File: src/rtl/alu_pkg.sv
// Shared types and constants for the registered sequential ALU.
package alu_pkg;

  typedef enum logic [3:0] {
    OP_ADD  = 4'h0, OP_SUB  = 4'h1, OP_MUL  = 4'h2, OP_DIV  = 4'h3,
    OP_SHL  = 4'h4, OP_SHR  = 4'h5, OP_ROL  = 4'h6, OP_ROR  = 4'h7,
    OP_AND  = 4'h8, OP_OR   = 4'h9, OP_XOR  = 4'hA, OP_NOR  = 4'hB,
    OP_NAND = 4'hC, OP_XNOR = 4'hD, OP_GT   = 4'hE, OP_EQ   = 4'hF
  } op_t;

  typedef enum logic [1:0] {
    S_IDLE = 2'd0,
    S_EXEC = 2'd1,
    S_DIV  = 2'd2,
    S_DONE = 2'd3
  } state_t;

  // Divide-by-zero result; sliced down to WIDTH at the point of use.
  localparam logic [31:0] DIV_ZERO_RESULT = '1;

endpackage

File: src/rtl/alu_div_iter.sv
// Restoring divider, one quotient bit per clock. quotient/remainder show the
// value the current step produces, so they are final while last is high.
module alu_div_iter #(
  parameter int WIDTH = 8
) (
  input  logic             clk,
  input  logic             rst_n,
  input  logic             load,
  input  logic [WIDTH-1:0] dividend,
  input  logic [WIDTH-1:0] divisor,
  output logic [WIDTH-1:0] quotient,
  output logic [WIDTH-1:0] remainder,
  output logic             last
);
  localparam int CW = $clog2(WIDTH + 1);

  logic [WIDTH-1:0] rem_q, rem_d, quo_q, quo_d, dvs_q, dvs_d;
  logic [CW-1:0]    cnt_q, cnt_d;
  logic [WIDTH:0]   shifted, diff;
  logic [WIDTH-1:0] step_rem, step_quo;
  logic             running;

  assign running = (cnt_q != CW'(WIDTH));
  assign last    = running && (cnt_q == CW'(WIDTH - 1));

  always_comb begin
    shifted = {rem_q, quo_q[WIDTH-1]};
    diff    = shifted - {1'b0, dvs_q};
    // Negative trial difference (MSB set) means restore the shifted value.
    if (!diff[WIDTH]) begin
      step_rem = diff[WIDTH-1:0];
      step_quo = {quo_q[WIDTH-2:0], 1'b1};
    end else begin
      step_rem = shifted[WIDTH-1:0];
      step_quo = {quo_q[WIDTH-2:0], 1'b0};
    end
  end

  assign quotient  = step_quo;
  assign remainder = step_rem;

  always_comb begin
    rem_d = rem_q;
    quo_d = quo_q;
    dvs_d = dvs_q;
    cnt_d = cnt_q;
    if (load) begin
      rem_d = '0;
      quo_d = dividend;
      dvs_d = divisor;
      cnt_d = '0;
    end else if (running) begin
      rem_d = step_rem;
      quo_d = step_quo;
      cnt_d = cnt_q + 1'b1;
    end
  end

  always_ff @(posedge clk or negedge rst_n) begin
    if (!rst_n) begin
      rem_q <= '0;
      quo_q <= '0;
      dvs_q <= '0;
      cnt_q <= CW'(WIDTH);
    end else begin
      rem_q <= rem_d;
      quo_q <= quo_d;
      dvs_q <= dvs_d;
      cnt_q <= cnt_d;
    end
  end

endmodule

File: src/rtl/alu_seq.sv
// Registered 16-op ALU with start/done handshake, status flags and a
// multi-cycle restoring divider for DIV with a nonzero divisor.
module alu_seq
  import alu_pkg::*;
#(
  parameter int WIDTH = 8
) (
  input  logic             clk,
  input  logic             rst_n,
  input  logic             start,
  input  logic [3:0]       op,
  input  logic [WIDTH-1:0] a_in,
  input  logic [WIDTH-1:0] b_in,
  output logic             busy,
  output logic             done,
  output logic [WIDTH-1:0] result,
  output logic [WIDTH-1:0] remainder,
  output logic             carry,
  output logic             zero,
  output logic             div_zero,
  output logic [WIDTH-1:0] a_q,
  output logic [WIDTH-1:0] b_q
);
  state_t           state_q, state_d;
  op_t              op_q, op_d;
  logic [WIDTH-1:0] a_d, b_d, result_q, result_d, rem_q, rem_d;
  logic             carry_q, carry_d, zero_q, zero_d, dz_q, dz_d;
  logic             busy_q, busy_d, done_q, done_d;
  logic             div_load, div_last;
  logic [WIDTH-1:0] div_quo, div_rem;

  logic [WIDTH:0]     sum;
  logic [2*WIDTH-1:0] prod;
  logic [WIDTH-1:0]   ex_res, ex_rem;
  logic               ex_carry, ex_dz;

  alu_div_iter #(.WIDTH(WIDTH)) u_div (
    .clk       (clk),
    .rst_n     (rst_n),
    .load      (div_load),
    .dividend  (a_in),
    .divisor   (b_in),
    .quotient  (div_quo),
    .remainder (div_rem),
    .last      (div_last)
  );

  always_comb begin
    ex_res   = '0;
    ex_rem   = '0;
    ex_carry = 1'b0;
    ex_dz    = 1'b0;
    sum      = {1'b0, a_q} + {1'b0, b_q};
    prod     = {{WIDTH{1'b0}}, a_q} * {{WIDTH{1'b0}}, b_q};
    case (op_q)
      OP_ADD:  begin ex_res = sum[WIDTH-1:0]; ex_carry = sum[WIDTH]; end
      OP_SUB:  begin ex_res = a_q - b_q; ex_carry = (a_q < b_q); end
      OP_MUL:  begin ex_res = prod[WIDTH-1:0]; ex_carry = |prod[2*WIDTH-1:WIDTH]; end
      // Only a zero divisor reaches EXEC with DIV.
      OP_DIV:  begin ex_res = DIV_ZERO_RESULT[WIDTH-1:0]; ex_rem = a_q; ex_dz = 1'b1; end
      OP_SHL:  begin ex_res = {a_q[WIDTH-2:0], 1'b0}; ex_carry = a_q[WIDTH-1]; end
      OP_SHR:  begin ex_res = {1'b0, a_q[WIDTH-1:1]}; ex_carry = a_q[0]; end
      OP_ROL:  ex_res = {a_q[WIDTH-2:0], a_q[WIDTH-1]};
      OP_ROR:  ex_res = {a_q[0], a_q[WIDTH-1:1]};
      OP_AND:  ex_res = a_q & b_q;
      OP_OR:   ex_res = a_q | b_q;
      OP_XOR:  ex_res = a_q ^ b_q;
      OP_NOR:  ex_res = ~(a_q | b_q);
      OP_NAND: ex_res = ~(a_q & b_q);
      OP_XNOR: ex_res = ~(a_q ^ b_q);
      OP_GT:   ex_res = WIDTH'(a_q > b_q);
      OP_EQ:   ex_res = WIDTH'(a_q == b_q);
      default: ex_res = '0;
    endcase
  end

  always_comb begin
    state_d  = state_q;
    op_d     = op_q;
    a_d      = a_q;
    b_d      = b_q;
    result_d = result_q;
    rem_d    = rem_q;
    carry_d  = carry_q;
    zero_d   = zero_q;
    dz_d     = dz_q;
    busy_d   = busy_q;
    done_d   = 1'b0;
    div_load = 1'b0;
    case (state_q)
      S_IDLE: if (start) begin
        op_d   = op_t'(op);
        a_d    = a_in;
        b_d    = b_in;
        busy_d = 1'b1;
        dz_d   = 1'b0;
        if (op_t'(op) == OP_DIV && b_in != '0) begin
          div_load = 1'b1;
          state_d  = S_DIV;
        end else begin
          state_d = S_EXEC;
        end
      end
      S_EXEC: begin
        result_d = ex_res;
        rem_d    = ex_rem;
        carry_d  = ex_carry;
        zero_d   = (ex_res == '0);
        dz_d     = ex_dz;
        state_d  = S_DONE;
      end
      S_DIV: if (div_last) begin
        result_d = div_quo;
        rem_d    = div_rem;
        carry_d  = 1'b0;
        zero_d   = (div_quo == '0);
        state_d  = S_DONE;
      end
      // done is registered, so the pulse lands in the following IDLE cycle.
      S_DONE: begin
        busy_d  = 1'b0;
        done_d  = 1'b1;
        state_d = S_IDLE;
      end
      default: state_d = S_IDLE;
    endcase
  end

  always_ff @(posedge clk or negedge rst_n) begin
    if (!rst_n) begin
      state_q  <= S_IDLE;
      op_q     <= OP_ADD;
      a_q      <= '0;
      b_q      <= '0;
      result_q <= '0;
      rem_q    <= '0;
      carry_q  <= 1'b0;
      zero_q   <= 1'b1;
      dz_q     <= 1'b0;
      busy_q   <= 1'b0;
      done_q   <= 1'b0;
    end else begin
      state_q  <= state_d;
      op_q     <= op_d;
      a_q      <= a_d;
      b_q      <= b_d;
      result_q <= result_d;
      rem_q    <= rem_d;
      carry_q  <= carry_d;
      zero_q   <= zero_d;
      dz_q     <= dz_d;
      busy_q   <= busy_d;
      done_q   <= done_d;
    end
  end

  assign busy      = busy_q;
  assign done      = done_q;
  assign result    = result_q;
  assign remainder = rem_q;
  assign carry     = carry_q;
  assign zero      = zero_q;
  assign div_zero  = dz_q;

endmodule

File: config.mk
export PLATFORM = sky130hd
export DESIGN_NAME = alu_seq
export DESIGN_NICKNAME = d
export VERILOG_FILES = /design/src/rtl/alu_pkg.sv /design/src/rtl/alu_div_iter.sv /design/src/rtl/alu_seq.sv
export SDC_FILE = /design/constraint.sdc
export NUM_CORES = 1
export LEC_CHECK = 0
export ABC_AREA = 1
export ABC_CLOCK_PERIOD_IN_PS = 5430
export CELL_PAD_IN_SITES_DETAIL_PLACEMENT = 0
export CELL_PAD_IN_SITES_GLOBAL_PLACEMENT = 1
export CORE_MARGIN = 4
export CORE_UTILIZATION = 43
export DETAILED_ROUTE_END_ITERATION = 12
export PLACE_DENSITY = 0.87
export SYNTH_ARGS = -nofsm -noshare
export SYNTH_HDL_FRONTEND = slang
export SYNTH_SLANG_ARGS = --single-unit
File: constraint.sdc
create_clock -name clk -period 5.43 [get_ports clk]
set_input_delay 0.8145 -clock clk [delete_from_list [all_inputs] [get_ports clk]]
set_output_delay 0.8145 -clock clk [all_outputs]
set_load 0.01 [all_outputs]
==> results_dict.tcl <==
set metrics [dict create \
    n_fill_cell 1758 \
    die_area_sq_mm 0.0196 \
    dr.pass1.iters 5 \
    yosysMostFrequentCell "nand2_1" \
    first_iter_violations 743 \
    setup_tns_ps 0 \
    cts.htree.levels 3 \
    area_growth_pct 14.1 \
    grt.total_usage_pct 24.4 \
    gp_congestion 1.02 \
    cts-buffers-inserted 9 \
    met3_usage_pct 4.30 \
    layout_setup_ws_ps 473 \
    yosysUniqueCellTypes 36 \
    post_cts_buffers 0 \
    cp.required_ps 5640 \
    crit_fanout 13 \
    synth_cells 1115 \
    initial_core_util_pct 43.6 \
    synth-main-ff-cell "dfrtp_1" \
    cts_tree "done" \
    start_kind "register" \
    place_ws_ps 501 \
    rows 48 \
    ys.warnings.count 0 \
    syn_nets 1251 \
    slew_headroom_pct 39.0 \
    diodes 0 \
    drive_above_1_share_pct 3.45 \
    routed_wl_microns 23600 \
    synth_top_cell_area_share_pct 23.0 \
    hold_viol_final 0 \
    clock_skew_ps 5.36 \
    insertion_delay_ps 330 \
    end_kind "register" \
    drc_errors 0 \
    io-pin-count 60 \
    hold_class "register to register" \
    antenna_found_initial 0 \
    synth_area_leader_cell "dfrtp_1" \
    nNetsFinal 1291 \
    cts_buffer_depth 2 \
    grt_max_degree 72 \
    cts_hold_buf 0 \
    cts.repair.resized 0 \
    portBuffers 59 \
    die_x_microns 140 \
    maxCapViolCount 0 \
    grt_pass1_wl_microns 38200 \
    gr-usage-met1_pct 37.2 \
    rsz0062_at_grt "false" \
    clock-sinks 71 \
    report.final.slew_viol_count 0 \
    yosysSeqAreaShare_pct 23.7 \
    critPathArrivalTime_ps 5170 \
    dpl.hpwl_microns 18600 \
    fp.coreArea_sq_mm 0.0172 \
    first_global_vias 6939 \
    postSynth.asyncResetShare_pct 100 \
    syn_area_sq_mm 0.00751 \
    worst_pin_slew_ps 914 \
    grtUsageMet2_pct 35.3 \
    overflow 0 \
    synth_area_leaders "dfrtp_1, nand2_1, ha_1" \
    synth-seq-cells 71 \
    synth_common_cells "nand2_1, inv_1, nand3_1" \
    period_minus_slack_ps 4960 \
    critPathKind "register to register" \
    die_h_microns 140 \
    post_drt_wl_per_cell_microns 17.1 \
    cts-root-buf "clkbuf_16" \
    finalCritPeriodShare_pct 91.3 \
    avgSynthCellArea_sq_um 6.74 \
    postRouteAntennaNets 0 \
    via_count 7321 \
    clkTransAtPathRegs_ps 50 \
    busiest_layer "met1" \
    status "finished, final reports clean" \
    setup_viol_count_final 0 \
    vias_per_cell 5.29 \
    synth_edf_count 0 \
    max_clock_freq_mhz 202 \
]
==> layout by cell type (no fill, tap or decap), drive strengths merged, types with 4 or more instances in the layout <==
cell / instances
nand2: 331
inv: 205
nor2: 83
o21ai: 83
nand3: 80
ha: 74
dfrtp: 69
clkdlybuf4s50: 58
fa: 39
a21oi: 38
nand4: 13
clkbuf: 13
buf: 9
nor3: 8
xor2: 8
o221ai: 7
xnor2: 6
nor4: 5
o211ai: 5
clkinv: 5
o22ai: 4
==> path summary, 6_finish.rpt <==
path | start | end | slack [ps] | cells after the start
max | a_q[4]$_DFFE_PN0P_ | carry$_DFFE_PN0P_ | 470 | 20
min | result[6]$_DFFE_PN0P_ | result[6]$_DFFE_PN0P_ | 480 | 2
max reg2reg | a_q[4]$_DFFE_PN0P_ | carry$_DFFE_PN0P_ | 470 | 20
min reg2reg | result[6]$_DFFE_PN0P_ | result[6]$_DFFE_PN0P_ | 480 | 2
max in group asynchronous | rst_n | carry$_DFFE_PN0P_ | 4130 | 2
min in group asynchronous | rst_n | result[6]$_DFFE_PN0P_ | 700 | 2
==> layer usage <==
layer / vias to the layer above / routed length [microns]
li1: 3566 / -
met3: 40 / 2070
met4: 0 / 642
met5: - / 0
met2: 342 / 10000
met1: 3373 / 10900
==> critical path, stage by stage, from the launching register on <==
cell	delay, ps
dfrtp_1	720
ha_1	370
fa_1	440
inv_1	70
fa_1	440
fa_1	520
fa_1	540
inv_1	40
ha_1	340
a21oi_1	190
inv_1	70
o21ai_0	360
nand3_1	120
nand2_1	80
nand2_1	50
nor2_1	140
nand3_1	90
nand2_1	80
nand2_1	60
nand2_1	60
nand2_1	50
==> flip-flops by register name, indices dropped and copies added, names as in the netlist, 2 cells and up <==
signal       cells
remainder        8
b_q              8
u_div.dvs_q      8
u_div.quo_q      8
a_q              8
op_q             4
state_q          2
result           8
u_div.cnt_q      4
u_div.rem_q      8
==> cell type report <==
| class | count | area (sq um) | share of cell area (%) |
|---|---|---|---|
| inverters | 209 | 785 | 9.15 |
| repair buffers | 67 | 646 | 7.53 |
| well taps | 225 | 282 | 3.29 |
| flip-flops and latches | 71 | 1780 | 20.8 |
| multi-input cells | 797 | 4790 | 55.8 |
| clock buffers | 13 | 250 | 2.92 |
| clock inverters | 3 | 42.5 | 0.496 |
==> kinds of logic after synthesis <==
kind of cell	count (synthesis)	synth area share (%)
adders and majority gates	113	22.7
AOI/OAI and AO/OA	147	10.7
xor gates and xnor gates	14	1.63
buffers and inverters	247	12.6
DFF	71	23.7
and+or+nand+nor	523	28.6
==> metrics by stage <==
stage | std cells | area (sq um) | hold slack [ps] | utilization [%]
final | 1385 | 8570 | 479 | 49.7
after global routing | 1385 | 8570 | 508 | 49.7
after CTS | 1385 | 8570 | 484 | 49.7
after detailed placement | 1369 | 8280 | 465 | 48.0
after global placement | 1369 | 8280 | 467 | 48.0
after floorplan | 1115 | 7510 | 453 | -
Power is left out: the tool's default activity adds up to more than one toggle a clock period on the data nets, which glitch-free logic cannot reach.
